<file path="src/rtl/text_console_pkg.sv">
// Shared geometry, character constants and state encoding for the text console writer.
package text_console_pkg;

    localparam int unsigned COLUMNS = 80;
    localparam int unsigned ROWS    = 30;
    localparam int unsigned CELLS   = COLUMNS * ROWS;

    localparam int unsigned COL_W  = 7;
    localparam int unsigned ROW_W  = 5;
    localparam int unsigned ADDR_W = 12;
    localparam int unsigned CODE_W = 7;

    localparam logic [CODE_W-1:0] BLANK_CODE = 7'h20;

    localparam logic [7:0] ASCII_BS       = 8'h08;
    localparam logic [7:0] ASCII_TAB      = 8'h09;
    localparam logic [7:0] ASCII_LF       = 8'h0A;
    localparam logic [7:0] ASCII_FF       = 8'h0C;
    localparam logic [7:0] ASCII_CR       = 8'h0D;
    localparam logic [7:0] ASCII_PRINT_LO = 8'h20;
    localparam logic [7:0] ASCII_PRINT_HI = 8'h7E;

    localparam logic [COL_W-1:0]  LAST_COL     = COL_W'(COLUMNS - 1);
    localparam logic [COL_W-1:0]  TAB_WRAP_COL = COL_W'(COLUMNS - 8);
    localparam logic [ROW_W-1:0]  LAST_ROW     = ROW_W'(ROWS - 1);
    localparam logic [ADDR_W-1:0] ROW_STRIDE   = ADDR_W'(COLUMNS);
    localparam logic [ADDR_W-1:0] CELL_COUNT   = ADDR_W'(CELLS);

    typedef enum logic [1:0] {
        IDLE,
        CLEAR_LINE,
        CLEAR_ALL
    } state_t;

endpackage

</file>
<file path="src/rtl/cell_filler.sv">
// Emits one blank-cell write per cycle over a contiguous address range.
// Comes out of reset already running a full-screen fill.
module cell_filler
    import text_console_pkg::*;
(
    input  logic              clk_i,
    input  logic              rst_ni,
    input  logic              start_i,
    input  logic [ADDR_W-1:0] start_addr_i,
    input  logic [ADDR_W-1:0] count_i,
    output logic              wr_o,
    output logic [ADDR_W-1:0] addr_o,
    output logic              done_o
);

    logic              active_q, active_d;
    logic [ADDR_W-1:0] addr_q, addr_d;
    logic [ADDR_W-1:0] left_q, left_d;

    always_comb begin
        active_d = active_q;
        addr_d   = addr_q;
        left_d   = left_q;
        if (start_i) begin
            active_d = 1'b1;
            addr_d   = start_addr_i;
            left_d   = count_i - 1'b1;
        end else if (active_q) begin
            if (left_q == '0) begin
                active_d = 1'b0;
            end else begin
                addr_d = addr_q + 1'b1;
                left_d = left_q - 1'b1;
            end
        end
    end

    always_ff @(posedge clk_i) begin
        if (!rst_ni) begin
            active_q <= 1'b1;
            addr_q   <= '0;
            left_q   <= CELL_COUNT - 1'b1;
        end else begin
            active_q <= active_d;
            addr_q   <= addr_d;
            left_q   <= left_d;
        end
    end

    assign wr_o   = active_q;
    assign addr_o = addr_q;
    assign done_o = active_q && (left_q == '0);

endmodule

</file>
<file path="src/rtl/text_console_writer.sv">
// Turns an ASCII byte stream into single-cell display buffer writes,
// tracking the cursor and handling control codes, wrap and screen clears.
module text_console_writer
    import text_console_pkg::*;
(
    input  logic              clk,
    input  logic              reset,
    input  logic              in_valid,
    input  logic [7:0]        in_char,
    output logic              in_ready,
    output logic              buffer_write_enable,
    output logic [ADDR_W-1:0] position,
    output logic [CODE_W-1:0] char_code,
    output logic [ROW_W-1:0]  cursor_row,
    output logic [COL_W-1:0]  cursor_col
);

    state_t            state_q, state_d;
    logic [ROW_W-1:0]  row_q, row_d;
    logic [COL_W-1:0]  col_q, col_d;
    logic [ADDR_W-1:0] base_q, base_d;
    logic              we_q, we_d;
    logic [ADDR_W-1:0] pos_q, pos_d;
    logic [CODE_W-1:0] code_q, code_d;

    logic              fill_start;
    logic [ADDR_W-1:0] fill_start_addr;
    logic [ADDR_W-1:0] fill_count;
    logic              fill_wr;
    logic [ADDR_W-1:0] fill_wr_addr;
    logic              fill_done;

    logic              newline;
    logic              wrap_row;
    logic [ROW_W-1:0]  next_row;
    logic [ADDR_W-1:0] next_base;
    logic [ADDR_W-1:0] cur_pos;

    // row_base tracks row*COLUMNS incrementally so no multiplier is needed
    assign wrap_row  = (row_q == LAST_ROW);
    assign next_row  = wrap_row ? '0 : row_q + 1'b1;
    assign next_base = wrap_row ? '0 : base_q + ROW_STRIDE;
    assign cur_pos   = base_q + ADDR_W'(col_q);

    always_comb begin
        state_d         = state_q;
        row_d           = row_q;
        col_d           = col_q;
        base_d          = base_q;
        we_d            = 1'b0;
        pos_d           = pos_q;
        code_d          = code_q;
        fill_start      = 1'b0;
        fill_start_addr = '0;
        fill_count      = ROW_STRIDE;
        newline         = 1'b0;

        case (state_q)
            CLEAR_ALL, CLEAR_LINE: begin
                we_d   = fill_wr;
                pos_d  = fill_wr_addr;
                code_d = BLANK_CODE;
                if (fill_done) state_d = IDLE;
            end
            IDLE: begin
                if (in_valid) begin
                    if (in_char >= ASCII_PRINT_LO && in_char <= ASCII_PRINT_HI) begin
                        we_d   = 1'b1;
                        pos_d  = cur_pos;
                        code_d = in_char[6:0];
                        if (col_q == LAST_COL) newline = 1'b1;
                        else                   col_d   = col_q + 1'b1;
                    end else begin
                        case (in_char)
                            ASCII_LF: newline = 1'b1;
                            ASCII_CR: col_d = '0;
                            ASCII_BS: begin
                                if (col_q != '0) begin
                                    col_d  = col_q - 1'b1;
                                    we_d   = 1'b1;
                                    pos_d  = cur_pos - 1'b1;
                                    code_d = BLANK_CODE;
                                end
                            end
                            ASCII_TAB: begin
                                if (col_q >= TAB_WRAP_COL) newline = 1'b1;
                                else col_d = {col_q[COL_W-1:3] + 1'b1, 3'b000};
                            end
                            ASCII_FF: begin
                                row_d           = '0;
                                col_d           = '0;
                                base_d          = '0;
                                state_d         = CLEAR_ALL;
                                fill_start      = 1'b1;
                                fill_start_addr = '0;
                                fill_count      = CELL_COUNT;
                            end
                            default: ;
                        endcase
                    end
                    if (newline) begin
                        col_d           = '0;
                        row_d           = next_row;
                        base_d          = next_base;
                        state_d         = CLEAR_LINE;
                        fill_start      = 1'b1;
                        fill_start_addr = next_base;
                        fill_count      = ROW_STRIDE;
                    end
                end
            end
            default: state_d = IDLE;
        endcase
    end

    always_ff @(posedge clk) begin
        if (!reset) begin
            state_q <= CLEAR_ALL;
            row_q   <= '0;
            col_q   <= '0;
            base_q  <= '0;
            we_q    <= 1'b0;
            pos_q   <= '0;
            code_q  <= '0;
        end else begin
            state_q <= state_d;
            row_q   <= row_d;
            col_q   <= col_d;
            base_q  <= base_d;
            we_q    <= we_d;
            pos_q   <= pos_d;
            code_q  <= code_d;
        end
    end

    cell_filler u_filler (
        .clk_i        (clk),
        .rst_ni       (reset),
        .start_i      (fill_start),
        .start_addr_i (fill_start_addr),
        .count_i      (fill_count),
        .wr_o         (fill_wr),
        .addr_o       (fill_wr_addr),
        .done_o       (fill_done)
    );

    assign in_ready            = (state_q == IDLE);
    assign buffer_write_enable = we_q;
    assign position            = pos_q;
    assign char_code           = code_q;
    assign cursor_row          = row_q;
    assign cursor_col          = col_q;

endmodule

</file>
<file path="config.mk">
export PLATFORM = sky130hd
export DESIGN_NAME = text_console_writer
export DESIGN_NICKNAME = d
export VERILOG_FILES = /design/src/rtl/text_console_pkg.sv /design/src/rtl/cell_filler.sv /design/src/rtl/text_console_writer.sv
export SDC_FILE = /design/constraint.sdc
export NUM_CORES = 1
export LEC_CHECK = 0
export ABC_AREA = 1
export CAP_MARGIN = 0
export CORE_MARGIN = 10
export CORE_UTILIZATION = 55
export DETAILED_ROUTE_END_ITERATION = 10
export PLACE_DENSITY_LB_ADDON = 0.2
export SYNTH_ARGS = -nofsm -noshare
export SYNTH_HDL_FRONTEND = slang
export SYNTH_SLANG_ARGS = --single-unit
</file>
<file path="constraint.sdc">
create_clock -name clk -period 3.5 [get_ports clk]
set_clock_uncertainty 0.15 [all_clocks]
set_input_delay 0.875 -clock clk [delete_from_list [all_inputs] [get_ports clk]]
set_output_delay 0.875 -clock clk [all_outputs]
set_load 0.05 [all_outputs]
</file>
==> results.md <==
- Fmax: 0.324 GHz
- Largest net degree at the start of global routing: 35
- Most common cell after layout, fill and taps aside: nand2_1
- Die area: 12900 sq um
- Row cnt: 34
- Most Frequent Cell on Critical Path: nand2_1
- Crit. End Element: flop
- Minimum clock period: 3.09 ns
- Layout cells sized above 1: 0.0899
- Root Buffer: clkbuf_8
- Unique masters post-synth: 48
- Synth warn: 0
- Fin crit share: 0.882
- Placement Setup Slack: 0.0802 ns
- Sequential element share of the synthesized area: 0.295
- CTS H-tree lvls: 3
- RSZ-0062 raised after global routing: false
- ANT nets after route: 0
- Via count: 5043
- Cell Area, Synth: 4810 sq um
- Die height: 114 microns
- Hold_buf cts: 0
- Final hold vios: 0
- Commonest cells after routing, fill and taps aside: 169 x nand2_1, 95 x inv_1, 71 x dfxtp_1, 62 x nor2_1, 55 x nand3_1
- Mapped Nets: 765
- Diode count: 0
- Power Dens Cells: 307 nW/um^2
- IO buf count: 43
- Crit. Startpoint: in_char[1]
- Mapped Cells: 733
- Setup violators final: 0
- Worst-path cell chain: clkdlybuf4s50_1, nand2_1, nor2_1, nand2_1, nand3_2, nand4_1, nand2_2, nand2_1, ha_1, nand2_1, inv_1, nand3_1, nand3_1, nand2_1, inv_1
- Starting density of the core: 0.558
- Vias in the first global route: 4670
- Area Overhead vs Synth: 15.4%
- Setup TNS: 0 ns
- Latest clock arrival within the worst-skew pair: 0.36 ns
- Gpl congestion: 0.889
- Initial antenna violation count: 0
- Critical path depth: 15
- Vias/cell: 5.69
- Register-to-register path setup slack: 0.51 ns
- Final worst setup slack: 0.413 ns
- Final core area utilization: 0.643
- Max VDD drop: 0.279 mV
- Worst setup SP type: input port
- Clk buf depth: 2
- Clk sink count: 71
- Worst endpoint data arrival time: 3.20 ns
- Die Wd: 114 microns
- Async SR Flop Fraction: 0
- Post-route cell area: 5560 sq um
- Crit Reg-Reg Startpoint: cursor_col[0]
- CTS tree: yes
- CP endpoint: u_filler.left_q[8]
- Core Box Area: 8640 sq um
- R2R Path End: position[11]
- Worst-margin pin slew: 0.597 ns
- CP peak stage delay: 0.64 ns
- DRC errors left: 0
- Data required time of the critical path: 3.61 ns
- Global-route wire length before repair: 22000 microns
- Buffers inserted by post-CTS timing repair: 0
- Drt pass-1 iters: 7
- Final WL: 13400 microns
- Relative slew margins: 0.602
- Slowest cell on crit path: clkdlybuf4s50_1
- Reg2Reg Depth: 15
- Post-CTS resize count: 0
- Hpwl dp: 10300 microns
- Yosys reg bits: 71
- Clock transition at the registers of the reported paths: 0.09 ns
- Max Slew Vio Count: 0
- GRT overflow: 0
- CP Buf/Inv Count: 3
- Io pins: 44
- Dpl cell area: 5330 sq um
- CP max FO: 12
- Mean post-synth cell area: 6.57 sq um
- Synth Flop Type: dfxtp_1
- Max_cap viols: 0
- Final #Nets: 806
- Outcome: finished clean
- Crit path max-delay family: simple AND/OR/NAND/NOR gates
- Hold depth: 2
- Worst hold-check path type: reg -> reg
- WL per Instance: 15.1 microns
- Post-synth EDFFs: 0
- Gr usage total: 0.204
- DRT iter0 DRCs: 354
- Static leakage: 2.49 nW
- Critical path class: in -> reg
- Num CTS Buffers: 9
==> power by group <==
part           internal (mW)  leakage (nW)  switching [mW]
combinational         0.0411          1.80          0.0746
clock                  0.410         0.111           0.359
sequential             0.816         0.574         0.00763
total                   1.27          2.49           0.441
==> cell usage after synthesis (2+ instances only) <==
cell,n,area (sq um)
a21oi_1,48,240
o22ai_1,7,43.8
nor2_1,62,233
buf_6,3,33.8
nand3b_1,2,15.0
clkbuf_1,8,30.0
o21ai_2,2,17.5
o21ai_1,3,15.0
or2_2,3,18.8
xnor2_1,2,17.5
buf_4,2,15.0
nor2_2,6,37.5
nor3_1,12,60.1
dfxtp_1,71,1420
a31oi_1,10,62.6
or2_1,2,12.5
o21bai_1,3,22.5
ha_1,20,250
o21ai_0,52,260
inv_1,95,357
a21oi_2,3,26.3
nand2_2,7,43.8
nor2_4,3,33.8
o211ai_1,8,60.1
nand3_2,5,50.1
nand4_1,19,119
nand2_1,169,634
xor2_1,16,140
buf_2,10,50.1
nand3_1,55,275
nor4_1,2,12.5
inv_2,7,26.3
==> cell families (layout without fill, tap and decap cells) <==
| logic type | Yosys count | count (layout) | synth area share |
|---|---|---|---|
| and+or+nand+nor | 350 | 350 | 0.330 |
| buffers and inverters | 127 | 173 | 0.108 |
| DFF | 71 | 71 | 0.295 |
| AOI/OAI and AO/OA | 145 | 145 | 0.175 |
| xor gates and xnor gates | 19 | 19 | 0.0361 |
| adders and majority gates | 21 | 21 | 0.0561 |
==> sequential cells by signal, indices dropped and copies added (netlist names) <==
| name | flops |
|---|---|
| base_q | 12 |
| buffer_write_enable | 1 |
| char_code | 7 |
| cursor_col | 7 |
| cursor_row | 5 |
| position | 12 |
| state_q | 2 |
| u_filler.addr_o | 12 |
| u_filler.left_q | 12 |
| u_filler.wr_o | 1 |
==> worst min-delay path by stage <==
stage,startpoint,endpoint,slack [ns]
after floorplan,base_q[0],base_q[0],0.28
after global placement,base_q[0],base_q[0],0.29
after detailed placement,char_code[0],char_code[0],0.31
after CTS,char_code[6],char_code[6],0.32
after global routing,char_code[3],char_code[3],0.33
final,char_code[6],char_code[6],0.32
==> metrics by stage <==
| step | hold slack, ns | power [mW] | std cells |
|---|---|---|---|
| 2_1_floorplan | 0.282 | 0.913 | 733 |
| 3_3_place_gp | 0.294 | 0.953 | 871 |
| 3_5_place_dp | 0.306 | 0.955 | 871 |
| 4_1_cts | 0.319 | 1.71 | 887 |
| 5_1_grt | 0.330 | 1.76 | 887 |
| 6_report | 0.320 | 1.71 | 887 |
==> worst register-to-register path, cell delays in order, from the launching register on <==
cell,delay [ns]
dfxtp_1,0.45
ha_1,0.27
inv_1,0.08
fa_1,0.54
inv_1,0.09
nor2_1,0.09
nand2_1,0.09
a21oi_1,0.20
nand3_1,0.18
nor3_1,0.31
nand3_1,0.11
nand2_1,0.08
nand2_1,0.08
nand2_1,0.07
nand2_1,0.05
a21oi_1,0.11
==> per-layer routing <==
| layer | up-vias | routed length (microns) | global-route usage |
|---|---|---|---|
| li1 | 2494 | - | - |
| met1 | 2372 | 5930 | 0.251 |
| met2 | 156 | 6430 | 0.344 |
| met3 | 21 | 861 | 0.0478 |
| met4 | 0 | 193 | 0.0609 |
| met5 | - | 0 | 0 |
==> layout make-up <==
| type | count | area [sq um] |
|---|---|---|
| clock buffers | 9 | 124 |
| repair buffers | 54 | 513 |
| clock inverters | 7 | 103 |
| multi-input cells | 535 | 2870 |
| well taps | 108 | 135 |
| fillers | 823 | 3080 |
| inverters | 103 | 387 |
| flip-flops and latches | 71 | 1420 |
No activity file was read; power rests on OpenSTA's default activity.
==> variant 1 (same flow settings) <==
Take the reset off `addr_q` and load it in a clocked block of its own.
--- a/src/rtl/cell_filler.sv
+++ b/src/rtl/cell_filler.sv
@@ -38,13 +38,15 @@
     always_ff @(posedge clk_i) begin
         if (!rst_ni) begin
             active_q <= 1'b1;
-            addr_q   <= '0;
             left_q   <= CELL_COUNT - 1'b1;
         end else begin
             active_q <= active_d;
-            addr_q   <= addr_d;
             left_q   <= left_d;
         end
+    end
+
+    always_ff @(posedge clk_i) begin
+        addr_q <= addr_d;
     end
 
     assign wr_o   = active_q;
Formal check against the unedited RTL: not equivalent (a bounded check fails within 4 cycles, from zero or initial values and one cycle with reset low).
==> variant 1 against the unedited design <==
  * Cell count decreased by 2.9%
  * Area after synthesis rose by 2.5%
  * Critical path depth decreased by 1
  * Cell area up 1.4%
  * Die area grew 2.0%
  * First-iteration DRC count fell by 7.3%
  * Setup slack gained 0.052 ns
  * Wire length decreased by 2.3%
  * Sequential cell count did not move
Power is not compared: it rests on default switching activity, and its combinational part moved more than twofold at a synthesized area within 25%.
==> variant 1: results <==
place:
  hpwl_microns: 10130
  place_area_sq_um: 5433
  dp.cells: 845
  gp_congestion: 0.9181
clock_network:
  clock_latency_ns: 0.35
finish:
  stdcell_count: 861
  fillerInstances: 798
  nNetsFinal: 780
  drive_gt1_share_pct: 11.29
worst_setup_path:
  reg2reg_slack_ns: 0.73
  cp_data_arrival_time_ns: 3.11
  r2r_end: "u_filler.left_q[6]$_SDFFE_PN1P_"
  slowest_delay_ns: 0.54
  worstSetupStartpoint: "in_char[3]"
  r2r-start: "cursor_col[3]$_SDFFE_PN0P_"
  worst-r2r-cell-count: 14
logic_synthesis:
  syn_area_per_cell_sq_um: 6.978
  yosysSeqAreaShare_pct: 31.25
  synthTopCellsByArea: "dfxtp_1, nand2_1, edfxtp_1, inv_1, nand3_1"
  synth-edff-count: 12
  synthTopCellsByCount: "nand2_1, inv_1, dfxtp_1"
  syn_nets: 739
  synth_cell_types: 50
route:
  vias: 4788
  finalWirelength_microns: 13110
  drt_iter0_markers: 328
  dr.pass1.iters: 5
floorplanning:
  die_w_microns: 114.7
global_route:
  grt_usage_pct: 20.39
  grt_max_degree: 29
  grt_pass1_wl_microns: 22160
outcome:
  status: "complete, no violations"
sta:
  slew_headroom_pct: 59.64
[variant 1: cell count changes after synthesis, moves of 7 or more]
cell,delta
inv_2,+7
o21ai_0,-15
dfxtp_1,-12
nor2_1,-19
nand4_1,-7
edfxtp_1,+12
[variant 1: cell families after synthesis]
family | share of synthesized area [%]
adder cells (fa/ha/maj) | 5.478
buffers and inverters | 10.25
AND/OR/NAND/NOR | 33.35
flip-flops | 31.25
XOR/XNOR | 4.971
AO/OA/AOI/OAI | 14.71
[variant 1: worst min-delay path by stage]
stage                     cells past startpoint                                to  slack, ns                              from
after floorplan                               2  u_filler.left_q[11]$_SDFFE_PN1P_       0.29  u_filler.left_q[11]$_SDFFE_PN1P_
after global placement                        2         char_code[4]$_SDFFE_PN0P_       0.30         char_code[4]$_SDFFE_PN0P_
after detailed placement                      2         position[11]$_SDFFE_PN0P_       0.31         position[11]$_SDFFE_PN0P_
after CTS                                     2         position[11]$_SDFFE_PN0P_       0.32         position[11]$_SDFFE_PN0P_
after global routing                          2         char_code[0]$_SDFFE_PN0P_       0.33         char_code[0]$_SDFFE_PN0P_
final                                         2         position[11]$_SDFFE_PN0P_       0.31         position[11]$_SDFFE_PN0P_
[variant 1: layout make-up]
type / count / area (sq um) / share of cell area, %
inverters: 106 / 401.6 / 7.125
multi-input cells: 512 / 2887 / 51.21
well taps: 108 / 135.1 / 2.397
repair buffers: 48 / 467.9 / 8.302
clock buffers: 12 / 177.7 / 3.152
flip-flops and latches: 71 / 1541 / 27.35
clock inverters: 4 / 26.28 / 0.4661
[variant 1: tightest hold or removal path: cells and delay by family, from the launching register on]
family	cells	cell delay, ns
flip-flops	1	0.31
AND/OR/NAND/NOR	1	0.06
AO/OA/AOI/OAI	1	0.05
[variant 1: power by group through the flow]
stage          logic [uW]  clock network, uW  registers [uW]
2_1_floorplan         253                  0            1120
3_3_place_gp          538                  0            1010
3_5_place_dp          544                  0            1010
4_1_cts               547                674             995
5_1_grt               599                713            1010
6_report              551                662             998
[variant 1: layer usage]
layer  vias up  wire length (microns)  GRT usage (%)
li1       2400                      -              -
met1      2225                   5915          25.68
met2       145                   6133          33.52
met3        18                    863          4.612
met4         0                    197          7.096
met5         -                      0              0
[variant 1: metrics by stage]
stage               utilization, %  worst slack, ns  total power (uW)  hold slack, ns
finish                       64.63           0.4645              2211          0.3146
global route                 64.63           0.2981              2318          0.3299
CTS                          64.63           0.4814              2217          0.3188
detailed placement           62.30           0.1225              1558          0.3058
global placement             62.30           0.2566              1547          0.2967
floorplan                        -           0.6455              1377          0.2920
==> variant 2 (config.mk and constraints unchanged) <==
Without the edit above. The package constant `ROW_W` goes from 5 to 10.
--- a/src/rtl/text_console_pkg.sv
+++ b/src/rtl/text_console_pkg.sv
@@ -6,7 +6,7 @@
     localparam int unsigned CELLS   = COLUMNS * ROWS;
 
     localparam int unsigned COL_W  = 7;
-    localparam int unsigned ROW_W  = 5;
+    localparam int unsigned ROW_W  = 10;
     localparam int unsigned ADDR_W = 12;
     localparam int unsigned CODE_W = 7;
 
Ports: changed (resized cursor_row); port bits go from 44 to 49. No check against the original RTL was run, so the function may have changed too.
==> variant 2 against the unedited design <==
  * Critical path depth fell by 2
  * Setup slack improved by 0.078 ns
  * Non-clock buffer count rose by 2
  * Wire length rose by 1.8%
  * Register-to-register slack improved by 0.08 ns
  * Sequential cell count rose by 5
  * Area after synthesis rose by 4.5%
  * Fmax rose by 2.6%
  * Die area rose by 3.7%
  * Cell area rose by 3.7%
  * Via count rose by 2.6%
Power is not compared: it rests on default switching activity, and its combinational part moved more than twofold at a synthesized area within 25%.
==> variant 2: results <==
outcome:
  status: "complete, no violations"
global_route:
  first_global_vias: 4740
  use_met1_pct: 26.25
  grt_pass1_wl_microns: 22610
route:
  wl_met2_microns: 6444
  wl_met1_microns: 6003
  dr.pass1.iters: 5
  wl_per_cell_microns: 14.90
logic_synthesis:
  syn_nets: 795
  synthTopCellsByArea: "dfxtp_1, nand2_1, inv_1, nand3_1, a21oi_1"
  synth_cell_types: 52
  syn_area_per_cell_sq_um: 6.597
  synthTopCellsByCount: "nand2_1, inv_1, dfxtp_1"
worst_setup_path:
  r2r-start: "cursor_col[3]$_SDFFE_PN0P_"
  reg2reg_slack_ns: 0.59
  r2r_end: "u_filler.left_q[5]$_SDFFE_PN0P_"
  worstSetupStartpoint: "in_char[4]"
  worst-r2r-cell-count: 14
place:
  preCtsSetupSlack_ns: 0.1585
  place_area_sq_um: 5559
  dp.cells: 901
sta:
  min_period_over_period_pct: 85.97
finish:
  drive_gt1_share_pct: 8.405
  nNetsFinal: 836
worst_hold_path:
  hold_end: "base_q[0]$_SDFFE_PN0P_"
-- variant 2: changes by cell type in the layout (fill, tap and decap cells not counted), moves of 5 or more --
cell and change:
clkdlybuf4s50_1 +5, dfxtp_1 +5, nand4_1 -5, inv_1 -7
xnor2_1 +5, o21ai_1 +9, nand3_1 +7, nor2_1 -7
xor2_1 -7, nand2_1 +19
-- variant 2: kinds of logic after synthesis --
kind of cell / count (synthesis) / share of synthesized area, %
AND/OR/NAND/NOR: 375 / 34.30
XOR/XNOR: 16 / 2.784
buffers and inverters: 124 / 10.34
AO/OA/AOI/OAI: 151 / 16.98
adder cells (fa/ha/maj): 21 / 5.369
flip-flops: 76 / 30.23
-- variant 2: cell type report --
type	instances	area, sq um
Sequential cell	76	1521
Multi-Input combinational cell	563	2992
Clock buffer	10	127.6
Clock inverter	6	73.82
Inverter	98	370.4
Timing Repair Buffer	56	540.5
Fill cell	803	3045
Tap cell	108	135.1
